--- config.mk ---
export PLATFORM = sky130hd
export DESIGN_NAME = instr_encoder_loader_flat
export DESIGN_NICKNAME = d
export VERILOG_FILES = /design/src/rtl/instr_encoder_loader_if.sv /design/src/rtl/instr_encoder_loader.sv /design/src/flat_wrapper.sv
export SDC_FILE = /design/constraint.sdc
export NUM_CORES = 1
export LEC_CHECK = 0
export BUFFER_PORTS_ARGS = -buffer_cell sky130_fd_sc_hd__buf_2
export CAP_MARGIN = 10
export CORE_AREA = 2 2 131 133
export CTS_CLUSTER_DIAMETER = 50
export CTS_CLUSTER_SIZE = 10
export DETAILED_ROUTE_END_ITERATION = 12
export DIE_AREA = 0 0 133 135
export SLEW_MARGIN = 15
export SYNTH_ARGS = -nofsm -noshare
export SYNTH_HDL_FRONTEND = slang
export SYNTH_SLANG_ARGS = --single-unit
--- constraint.sdc ---
create_clock -name clk_i -period 6.25 [get_ports clk_i]
set_input_delay 1.25 -clock clk_i [delete_from_list [all_inputs] [get_ports clk_i]]
set_output_delay 1.25 -clock clk_i [all_outputs]
set_load 0.01 [all_outputs]
--- src/rtl/instr_encoder_loader_if.sv ---
// Field-bundle input and instruction-memory write port of the program loader.
//   Bundle side : in_valid/in_ready handshake with fmt, opcode, rs, rt, rd, func, imm.
//   Memory side : mem_wr/mem_ready handshake with mem_addr (AW bits) and mem_data (16 bits).
// slave  : the loader (consumes bundles, drives the memory write port).
// master : the environment (produces bundles, acts as the memory).
interface instr_encoder_loader_if #(
    parameter int unsigned AW = 16
);
    logic          in_valid;
    logic          in_ready;
    logic [1:0]    fmt;
    logic [4:0]    opcode;
    logic [2:0]    rs;
    logic [2:0]    rt;
    logic [2:0]    rd;
    logic [1:0]    func;
    logic [10:0]   imm;
    logic          mem_wr;
    logic [AW-1:0] mem_addr;
    logic [15:0]   mem_data;
    logic          mem_ready;

    modport slave (
        input  in_valid, fmt, opcode, rs, rt, rd, func, imm, mem_ready,
        output in_ready, mem_wr, mem_addr, mem_data
    );

    modport master (
        output in_valid, fmt, opcode, rs, rt, rd, func, imm, mem_ready,
        input  in_ready, mem_wr, mem_addr, mem_data
    );
endinterface

--- src/rtl/instr_encoder_loader.sv ---
// Program loader: packs decoded instruction fields into 16-bit WISC-SP22 words, buffers them
// in a small FIFO and writes them to consecutive instruction-memory addresses.
//   clk_i       : clock, all state on rising edge
//   rst_i       : synchronous active-high reset
//   start_i     : one-cycle pulse, latches base_addr_i and begins a load (IDLE/DONE only)
//   base_addr_i : first write address
//   bus         : bundle handshake + memory write port (slave modport)
//   busy_o      : load in progress (RUN or DRAIN)
//   done_o      : load finished, held until next start or reset
//   count_o     : words written since start
module instr_encoder_loader #(
    parameter int unsigned DEPTH = 4,
    parameter int unsigned AW    = 16
) (
    input  logic                   clk_i,
    input  logic                   rst_i,
    input  logic                   start_i,
    input  logic [AW-1:0]          base_addr_i,
    instr_encoder_loader_if.slave  bus,
    output logic                   busy_o,
    output logic                   done_o,
    output logic [AW-1:0]          count_o
);

    localparam int unsigned PtrW = $clog2(DEPTH);

    typedef enum logic [1:0] {StIdle, StRun, StDrain, StDone} state_e;

    state_e        state_q, state_d;
    logic [15:0]   fifo_q [DEPTH];
    logic [PtrW:0] wptr_q, rptr_q;
    logic [PtrW:0] occ;
    logic [AW-1:0] waddr_q;
    logic [AW-1:0] count_q;
    logic [15:0]   pack_word;
    logic          fifo_full, fifo_empty, fifo_one;
    logic          push, pop, load;
    logic          in_ready, mem_wr;

    // Pointers carry one extra wrap bit; occupancy never exceeds DEPTH, so its MSB marks full.
    assign occ        = wptr_q - rptr_q;
    assign fifo_full  = occ[PtrW];
    assign fifo_empty = (occ == '0);
    assign fifo_one   = (occ == {{PtrW{1'b0}}, 1'b1});

    assign push = bus.in_valid && in_ready;
    assign pop  = mem_wr && bus.mem_ready;
    assign load = start_i && ((state_q == StIdle) || (state_q == StDone));

    // Field packing; unused immediate bits are dropped.
    always_comb begin
        pack_word = '0;
        unique case (bus.fmt)
            2'b00: pack_word = {bus.opcode, bus.rs, bus.rt, bus.rd, bus.func};
            2'b01: pack_word = {bus.opcode, bus.rs, bus.rd, bus.imm[4:0]};
            2'b10: pack_word = {bus.opcode, bus.rs, bus.imm[7:0]};
            2'b11: pack_word = {bus.opcode, bus.imm[10:0]};
            default: pack_word = '0;
        endcase
    end

    // State register.
    always_ff @(posedge clk_i) begin
        if (rst_i) begin
            state_q <= StIdle;
        end else begin
            state_q <= state_d;
        end
    end

    // Next-state logic.
    always_comb begin
        state_d = state_q;
        unique case (state_q)
            StIdle:  if (start_i) state_d = StRun;
            StRun:   if (push && (bus.opcode == 5'b00000)) state_d = StDrain;
            // The HALT word is still queued on entry, so DRAIN always sees a final pop.
            StDrain: if (pop && fifo_one) state_d = StDone;
            StDone:  if (start_i) state_d = StRun;
            default: state_d = StIdle;
        endcase
    end

    // Outputs decoded from state and FIFO status; in_ready deliberately ignores mem_ready.
    always_comb begin
        busy_o   = (state_q == StRun) || (state_q == StDrain);
        done_o   = (state_q == StDone);
        in_ready = (state_q == StRun) && !fifo_full;
        mem_wr   = !fifo_empty && ((state_q == StRun) || (state_q == StDrain));
    end

    assign bus.in_ready = in_ready;
    assign bus.mem_wr   = mem_wr;
    assign bus.mem_addr = waddr_q;
    assign bus.mem_data = mem_wr ? fifo_q[rptr_q[PtrW-1:0]] : 16'h0000;
    assign count_o      = count_q;

    // Pointers, write address and word count.
    always_ff @(posedge clk_i) begin
        if (rst_i) begin
            wptr_q  <= '0;
            rptr_q  <= '0;
            waddr_q <= '0;
            count_q <= '0;
        end else begin
            if (push) wptr_q <= wptr_q + 1'b1;
            if (pop)  rptr_q <= rptr_q + 1'b1;
            if (load) begin
                waddr_q <= base_addr_i;
                count_q <= '0;
            end else if (pop) begin
                waddr_q <= waddr_q + 1'b1;
                count_q <= count_q + 1'b1;
            end
        end
    end

    // Storage needs no reset: entries are only visible between push and pop.
    always_ff @(posedge clk_i) begin
        if (push) fifo_q[wptr_q[PtrW-1:0]] <= pack_word;
    end

endmodule

--- src/flat_wrapper.sv ---
// flat-port wrapper written by rule: the top's interface ports become plain ports
module instr_encoder_loader_flat 
#(
    parameter int unsigned DEPTH = 4,
    parameter int unsigned AW    = 16
)
  (clk_i, rst_i, start_i, base_addr_i, busy_o, done_o, count_o, bus_in_valid, bus_fmt, bus_opcode, bus_rs, bus_rt, bus_rd, bus_func, bus_imm, bus_mem_ready, bus_in_ready, bus_mem_wr, bus_mem_addr, bus_mem_data);
  instr_encoder_loader_if #(.AW(AW)) bus_i ();
  input  logic clk_i;
  input  logic rst_i;
  input  logic start_i;
  input  logic [AW-1:0] base_addr_i;
  output logic busy_o;
  output logic done_o;
  output logic [AW-1:0] count_o;
  input wire logic [$bits(bus_i.in_valid)-1:0] bus_in_valid;
  input wire logic [$bits(bus_i.fmt)-1:0] bus_fmt;
  input wire logic [$bits(bus_i.opcode)-1:0] bus_opcode;
  input wire logic [$bits(bus_i.rs)-1:0] bus_rs;
  input wire logic [$bits(bus_i.rt)-1:0] bus_rt;
  input wire logic [$bits(bus_i.rd)-1:0] bus_rd;
  input wire logic [$bits(bus_i.func)-1:0] bus_func;
  input wire logic [$bits(bus_i.imm)-1:0] bus_imm;
  input wire logic [$bits(bus_i.mem_ready)-1:0] bus_mem_ready;
  output wire logic [$bits(bus_i.in_ready)-1:0] bus_in_ready;
  output wire logic [$bits(bus_i.mem_wr)-1:0] bus_mem_wr;
  output wire logic [$bits(bus_i.mem_addr)-1:0] bus_mem_addr;
  output wire logic [$bits(bus_i.mem_data)-1:0] bus_mem_data;
  assign bus_i.in_valid = bus_in_valid;
  assign bus_i.fmt = bus_fmt;
  assign bus_i.opcode = bus_opcode;
  assign bus_i.rs = bus_rs;
  assign bus_i.rt = bus_rt;
  assign bus_i.rd = bus_rd;
  assign bus_i.func = bus_func;
  assign bus_i.imm = bus_imm;
  assign bus_i.mem_ready = bus_mem_ready;
  assign bus_in_ready = bus_i.in_ready;
  assign bus_mem_wr = bus_i.mem_wr;
  assign bus_mem_addr = bus_i.mem_addr;
  assign bus_mem_data = bus_i.mem_data;
  instr_encoder_loader #(.DEPTH(DEPTH), .AW(AW)) u_core (.clk_i(clk_i), .rst_i(rst_i), .start_i(start_i), .base_addr_i(base_addr_i), .bus(bus_i), .busy_o(busy_o), .done_o(done_o), .count_o(count_o));
endmodule
Word level (Yosys, flattened, before mapping) --
Memories as Yosys holds them, arrays and structs flattened. A register that Yosys moved wholly into a read port is not among the register bits. Index checks and enable logic that the tools add are counted.
Word-level totals: register bits after elaboration 40, bits in writable memories 64, input port bits 50, output and inout bits 52, logic and storage cells 52, memories kept 1
Cells by class: add/sub/neg operators 5, equality and inequality tests 10, muxes and demuxes 12, reduce and logical (&&, ||, !) cells 19
Memories:
- u_core.fifo_q | depth 4, width 16, read ports 1, clocked after memory_dff 1, wr ports 1, RTL line instr_encoder_loader.sv:30 | logic [15:0] fifo_q [DEPTH];
Operator list (number):
- $pmux W16 S4 | 1
- $mux W16 | 3
- $add A16 B1 Y16 const B | 2
- $mux W2 | 5
- $eq A2 B2 Y1 const B | 4
- $logic_and A1 B1 Y1 | 7
- $add A3 B1 Y3 const B | 2
- $ne A2 B1 Y1 const B | 3
- $pmux W2 S3 | 1
- $logic_not A5 Y1 | 1
- $eq A2 B1 Y1 const B | 2
- $logic_not A2 Y1 | 2
- $reduce_or A2 Y1 | 2
- $eq A3 B1 Y1 const B | 1
- $logic_not A3 Y1 | 1
- $reduce_and A3 Y1 | 1
- $sub A3 B3 Y3 | 1
- $logic_not A1 Y1 | 2
- $logic_or A1 B1 Y1 | 2
- $mux W1 | 2
- $reduce_bool A2 Y1 | 1

Longest topological paths before layout --
Gate-level depths: netlist of run 1.
depth after elaboration 8, depth in mapped cells 8, gate-level depth less buffers 7

Worst setup path after synthesis of run 1 --
No wires, ideal clock.
kind flip-flop to output port, start point register u_core.wptr_q[0], end point output bus_mem_data[10], data arrival time 2.233 ns, data required time 5.000 ns, path slack 2.767 ns, cell stages (with the launch flop) 8, buffers on the path 1, cells stage by stage dfxtp_1 inv_1 ha_1 fa_1 xor3_2 o21ai_1 clkbuf_1 nor2b_1
Between the ends: cells in the longest elaborated chain, start to end 5
RTL lines:
- start, declared | RTL line instr_encoder_loader.sv:31 | logic [PtrW:0] wptr_q, rptr_q;
- start signal, assigned | RTL line instr_encoder_loader.sv:106 | if (push) wptr_q <= wptr_q + 1'b1;
- $sub A3 B3 Y3 | RTL line instr_encoder_loader.sv:41 | assign occ = wptr_q - rptr_q;
- $logic_not A3 Y1 | RTL line instr_encoder_loader.sv:43 | assign fifo_empty = (occ == '0);
- $logic_not A1 Y1 | RTL line instr_encoder_loader.sv:89 | mem_wr = !fifo_empty && ((state_q == StRun) || (state_q == StDrain));
- $logic_and A1 B1 Y1 | RTL line instr_encoder_loader.sv:89
- $mux W16 | RTL line instr_encoder_loader.sv:95 | assign bus.mem_data = mem_wr ? fifo_q[rptr_q[PtrW-1:0]] : 16'h0000;
- end, declared | RTL line flat_wrapper.sv:28 | output wire logic [$bits(bus_i.mem_data)-1:0] bus_mem_data;
Every way passes these cells.

Worst setup path after layout of run 1 --
start point register u_core.wptr_q[0], end point output bus_mem_data[14]
Same word-level chain as after synthesis.

==> flow_summary.yaml, run 1 <==
status:
  outcome: "complete, no violations"
power:
  switchingPower_w: 0.0007461
  pwr-share-seq_pct: 41.0
  finalPower_w: 0.002172
  swShare_pct: 34.35
  p_leak_nw: 2.177
  p_per_area_nw_per_um2: 367.8
  comb_power_share_pct: 32.1
  p_clk_share_pct: 26.9
  vdd_drop_max_mv: 0.1642
  p_int_w: 0.001426
worst_setup_path:
  critical_path_class: "reg2out"
  crit_required_ps: 5000
  crit_fanout: 19
  start_kind: "flop"
  crit_path_end_kind: "primary output"
  arrival_ps: 3040
layout:
  area_growth_pct: 20.90
  drive_above_1_share_pct: 30.71
  instances_no_fill: 715
  final_common_cell: "buf_2"
  fillers: 1613
  layout_common_cells: "101 x buf_2, 64 x edfxtp_1, 42 x dfxtp_1, 35 x nor2_1, 21 x nand2_1"
  nets: 552
  antenna_cells: 0
clocking:
  cts_resized: 0
  cts_hold_buffers: 0
  clk_pin_slew_ps: 70
  cts-root-buf: "clkbuf_16"
  insertion_delay_ps: 350
  cts_made_buffers: 9
  clock_path_buffers: 2
  ctsHtreeMaxLevel: 3
  cts_tree: "built"
  post_cts_buffers: 0
  cts.sinks: 106
floorplan:
  start_util_pct: 29.78
  die_h_um: 135
  rows: 47
  die_area_um2: 17960
  ioPinCount: 102
  coreArea_um2: 16410
  fp.dieW_um: 133
placement:
  portBuffers: 101
  routabilityCongestion: 0.7986
  dp.cells: 699
  dp_hpwl_um: 7853
timing:
  setup_viol_count_final: 0
  rsz0062_at_grt: "no"
  worstMarginPinSlew_ps: 1068
  fin_worst_skew_ps: 8.911
  hold_violations: 0
  fin_crit_sh_pct: 68.70
  fmax_mhz: 232.9
  final.setup.tns_ps: 0
  relSlewSlack_pct: 28.83
  min_period_ps: 4294
  drv_slew: 0
routing:
  drc: 0
  drtPass1Iterations: 4
  wl_met3_um: 710
  vias: 3494
  top_layer: "met4"
  ant_nets: 0
  viasPerCell: 4.887
  wl_um: 11320
  wl_met1_um: 5070
  drt_iter0_drc: 135
  wl_per_cell_um: 15.83
  wl_met2_um: 5445
synth:
  ys.flop_type: "edfxtp_1"
  async_flop_share_pct: 0
  ys_seq_area_share_pct: 56.54
  synth_cell_types: 52
  synth_edf_count: 64
  avgSynthCellArea_um2: 12.34
  yosys_warnings: 0
  synth_area_um2: 4886
  netlist_instances: 396
  synth_nets: 458
  ys_ff_latch: 106
global_route:
  grt_pass1_vias: 3648
  grtUsageTotal_pct: 13.12
  grt-ovfl-total: 0
  grt_pass1_wl_um: 18520
  antenna_found_initial: 0
  grt_max_degree: 29
min_path:
  hold_path.class: "reg2reg"
job:
  max_cap_violations: 0
logic make-up after synthesis:
family | share of synthesized area, %
simple gates | 14.34
fa+ha+maj | 3.227
xor+xnor | 3.329
flops | 56.54
compound gates | 9.936
buf+inv | 2.586
mux | 10.04
sequential cells by signal, indices dropped and copies added, names as in the netlist, named ones only:
register / count
u_core.rptr_q: 3
u_core.fifo_q: 64
u_core.state_q: 2
u_core.count_o: 16
u_core.wptr_q: 3
u_core.bus.mem_addr: 16
power by group through the flow:
stage / logic [W] / clock network (W) / registers (W)
after floorplan: 0.000462 / 0 / 0.000905
after global placement: 0.000689 / 0 / 0.000901
after detailed placement: 0.000706 / 0 / 0.000906
after CTS: 0.000709 / 0.000604 / 0.000890
after global routing: 0.000776 / 0.000634 / 0.000902
final: 0.000697 / 0.000585 / 0.000890
cell type report:
type	instances	area (um2)	area share (%)
inverters	11	41.29	0.6990
multi-input cells	259	2001	33.87
clock buffers	9	225.2	3.813
well taps	220	275.3	4.660
flip-flops and latches	106	2763	46.77
clock inverters	7	81.33	1.377
repair buffers	103	520.5	8.812
metal layers:
metal	GRT usage [%]	vias to the layer above
met4	3.166	0
li1	-	1685
met5	0	-
met1	16.11	1695
met2	22.22	106
met3	4.580	8
synth_stat cells, drive strengths merged (2+ instances only):
cell / count / area, um2
nor2b: 17 / 106.4
o31ai: 7 / 52.55
dfxtp: 42 / 840.8
xor2: 4 / 35.03
buf: 5 / 28.78
nor2: 35 / 131.4
mux2: 8 / 90.09
or4: 6 / 45.04
o211a: 2 / 20.02
nand2b: 2 / 12.51
nand3: 10 / 50.05
a21oi: 16 / 80.08
or3: 12 / 75.07
and4: 4 / 35.03
a311oi: 6 / 52.55
and2: 7 / 43.80
nand4: 4 / 25.02
nand3b: 2 / 15.01
and3: 4 / 26.28
nand2: 21 / 78.83
edfxtp: 64 / 1922
clkbuf: 15 / 56.30
xnor2: 9 / 78.83
o21ai: 19 / 98.84
o2111ai: 2 / 17.52
nor4: 3 / 18.77
mux2i: 4 / 40.04
a211oi: 7 / 52.55
o211ai: 3 / 22.52
ha: 11 / 137.6
a31oi: 2 / 12.51
mux4: 16 / 360.4
inv: 11 / 41.29
nor3: 4 / 20.02
worst paths after layout:
kind	depth (start not counted)	to	start	slack [ps]
min	2	u_core.count_o[1]$_SDFFE_PP0P_	u_core.count_o[1]$_SDFFE_PP0P_	510
min reg2reg	2	u_core.count_o[1]$_SDFFE_PP0P_	u_core.count_o[1]$_SDFFE_PP0P_	510
max	7	bus_mem_data[14]	u_core.wptr_q[0]$_SDFFE_PP0P_	1960
max reg2reg	6	u_core.fifo_q[0][1]$_DFFE_PP_	u_core.wptr_q[0]$_SDFFE_PP0P_	3320
metrics by stage:
| step | worst slack, ps | utilization, % | hold WS [ps] | area, um2 |
|---|---|---|---|---|
| floorplan | 2767 | - | 480.1 | 4886 |
| global placement | 2427 | 34.13 | 462.3 | 5600 |
| detailed placement | 2264 | 34.13 | 496.6 | 5600 |
| CTS | 1878 | 36.00 | 510.4 | 5907 |
| global route | 1700 | 36.00 | 521.2 | 5907 |
| finish | 1956 | 36.00 | 511.3 | 5907 |
worst max-delay path, stage by stage (launching register included):
cell	delay, ps
dfxtp_1	410
inv_1	110
ha_1	200
fa_1	430
xor3_2	370
o21ai_2	850
nor2b_1	130
buf_2	190
(Power assumes the default switching activity.)
==> inputs of run 2 (changes only) <==
Settings changed: ABC_AREA from default to 1, CORE_AREA 2 2 131 133 to 2 2 135 137, DIE_AREA 0 0 133 135 to 0 0 137 139.
Clock period 6.25 ns to 4.3 ns, I/O delays scaled along.
==> run 2 against run 1 <==
  * Critical path depth increased by 2
  * Combinational power increased by 66%
  * Area after synthesis increased by 6.1%
  * Wire length increased by 11%
  * Clock skew is 6.0 ps higher
==> flow_summary.yaml, run 2 <==
clocking:
  cts_resized: 0
  insertion_delay_ps: 360
  cts_hold_buffers: 0
  clk_pin_slew_ps: 70
  ctsHtreeMaxLevel: 3
  cts-root-buf: "clkbuf_16"
  cts_tree: "built"
  cts_made_buffers: 9
  clock_path_buffers: 2
  post_cts_buffers: 0
  cts.sinks: 106
placement:
  place_area_um2: 5917
  post-place-ws_ps: 1343
  dp_hpwl_um: 8888
  portBuffers: 101
  routabilityCongestion: 0.8291
layout:
  final_common_cell: "nor2_1"
  nets: 773
  largest_reg_flops: 64
  drive_above_1_share_pct: 19.83
  layout_common_cells: "117 x nor2_1, 113 x nand2_1, 101 x buf_2, 64 x edfxtp_1, 60 x o21ai_0"
  area_growth_pct: 19.73
  antenna_cells: 0
  stdcell_area_um2: 6210
global_route:
  top_usage_layer: "met2"
  grt_pass1_vias: 4211
  grt_use_met3_pct: 3.180
  grt_max_degree: 34
  antenna_found_initial: 0
  use_met2_pct: 20.45
  grt-ovfl-total: 0
  met1_usage_pct: 18.83
  grt_pass1_wl_um: 20560
  grtUsageTotal_pct: 13.56
timing:
  fin_crit_sh_pct: 72.26
  worstMarginPinSlew_ps: 858.5
  fmax_mhz: 321.8
  final.setup.tns_ps: 0
  drv_slew: 0
  min_period_ps: 3107
  hold_violations: 0
  relSlewSlack_pct: 42.70
  fin_worst_skew_ps: 14.89
  setup_viol_count_final: 0
  rsz0062_at_grt: "no"
  fin_ws_ps: 1193
worst_setup_path:
  critical_path_class: "reg2out"
  crit_path_end_kind: "primary output"
  crit_fanout: 18
  arrival_ps: 2250
  crit_required_ps: 3440
  start_kind: "flop"
synth:
  yosysTopAreaCell: "edfxtp_1"
  yosysMostFrequentCell: "nor2_1"
  synth_common_cells: "117 x nor2_1, 113 x nand2_1, 64 x edfxtp_1"
  ys_seq_area_share_pct: 53.27
  synth_edf_count: 64
  ys_ff_latch: 106
  synth_area_um2: 5186
  synth_nets: 678
  synth_top_family_by_area: "simple AND/OR/NAND/NOR gates"
  netlist_instances: 616
  yosys.area_share.adder_pct: 3.040
  synth_simple_gate_area_share_pct: 24.03
  synth_cell_types: 33
  avgSynthCellArea_um2: 8.419
  synth-compound-area-share_pct: 10.93
  async_flop_share_pct: 0
  ys_top_cells_by_area: "edfxtp_1 37%, dfxtp_1 16%, nor2_1 8.5%, nand2_1 8.2%, o21ai_0 5.8%"
  synth_top_area_share_pct: 37.06
  ys.flop_type: "edfxtp_1"
  yosys_warnings: 0
  synth-xor-area-share_pct: 1.858
  synthMuxAreaShare_pct: 1.279
routing:
  drtPass1Iterations: 4
  drc: 0
  drt_iter0_drc: 266
  wl_per_cell_um: 13.30
  wl_um: 12560
  vias: 4360
  viasPerCell: 4.614
  ant_nets: 0
floorplan:
  rows: 49
  fp.dieW_um: 137
  die_area_um2: 19040
  coreArea_um2: 17660
  die_h_um: 139
  start_util_pct: 29.37
  ioPinCount: 102
power:
  finalPower_w: 0.003312
  p_leak_nw: 2.518
  p_per_area_nw_per_um2: 533.3
  vdd_drop_max_mv: 0.3837
status:
  outcome: "complete, no violations"
min_path:
  hold_path.class: "reg2reg"
job:
  max_cap_violations: 0
==> run 2: metal layers <==
| layer | part of all wire [%] | routed length [um] |
|---|---|---|
| met1 | 49 | 6134 |
| met2 | 43 | 5404 |
| met3 | 6.1 | 761 |
| met4 | 2.1 | 264 |
| met5 | 0 | 0 |
==> run 2: critical path, cell delays in order (launching register included) <==
cell and delay [ps]:
dfxtp_1 370, inv_1 110, ha_1 210, fa_1 500
nand2_1 60, inv_1 60, nand3_2 100, nand2_4 240
inv_2 100, buf_2 150
==> run 2: kinds of logic (layout without fill, tap and decap cells) <==
group	Yosys count	count (layout)
AO/OA/AOI/OAI	112	112
XOR/XNOR	11	11
adder cells (fa/ha/maj)	12	12
buffers and inverters	73	173
flip-flops	106	106
multiplexers	6	6
AND/OR/NAND/NOR	296	296
==> run 2: final cells by class <==
type,instances,area [um2]
Fill cell,1862,11450
Multi-Input combinational cell,437,2133
Inverter,51,191.4
Tap cell,229,286.5
Clock inverter,7,67.56
Clock buffer,9,225.2
Sequential cell,106,2763
Timing Repair Buffer,106,543.0
==> run 2: worst paths after layout <==
path,to,cells past startpoint,slack [ps],startpoint
max reg2reg,u_core.count_o[2]$_SDFFE_PP0P_,7,1520,u_core.state_q[0]$_SDFFE_PP0P_
max,bus_mem_wr,9,1190,u_core.wptr_q[0]$_SDFFE_PP0P_
min reg2reg,u_core.count_o[15]$_SDFFE_PP0P_,2,500,u_core.count_o[15]$_SDFFE_PP0P_
min,u_core.count_o[15]$_SDFFE_PP0P_,2,500,u_core.count_o[15]$_SDFFE_PP0P_
==> run 2: where the power goes <==
group | switching (W) | internal (W)
clock | 0.000410 | 0.000410
sequential | 0.000125 | 0.00121
combinational | 0.000775 | 0.000386
==> run 2: through the flow <==
step | hold WS [ps] | utilization (%) | std cells
floorplan | 465.8 | - | 616
CTS | 502.3 | 35.17 | 945
global route | 525.0 | 35.17 | 945
detailed placement | 490.4 | 33.51 | 929
global placement | 484.7 | 33.51 | 929
finish | 498.5 | 35.17 | 945
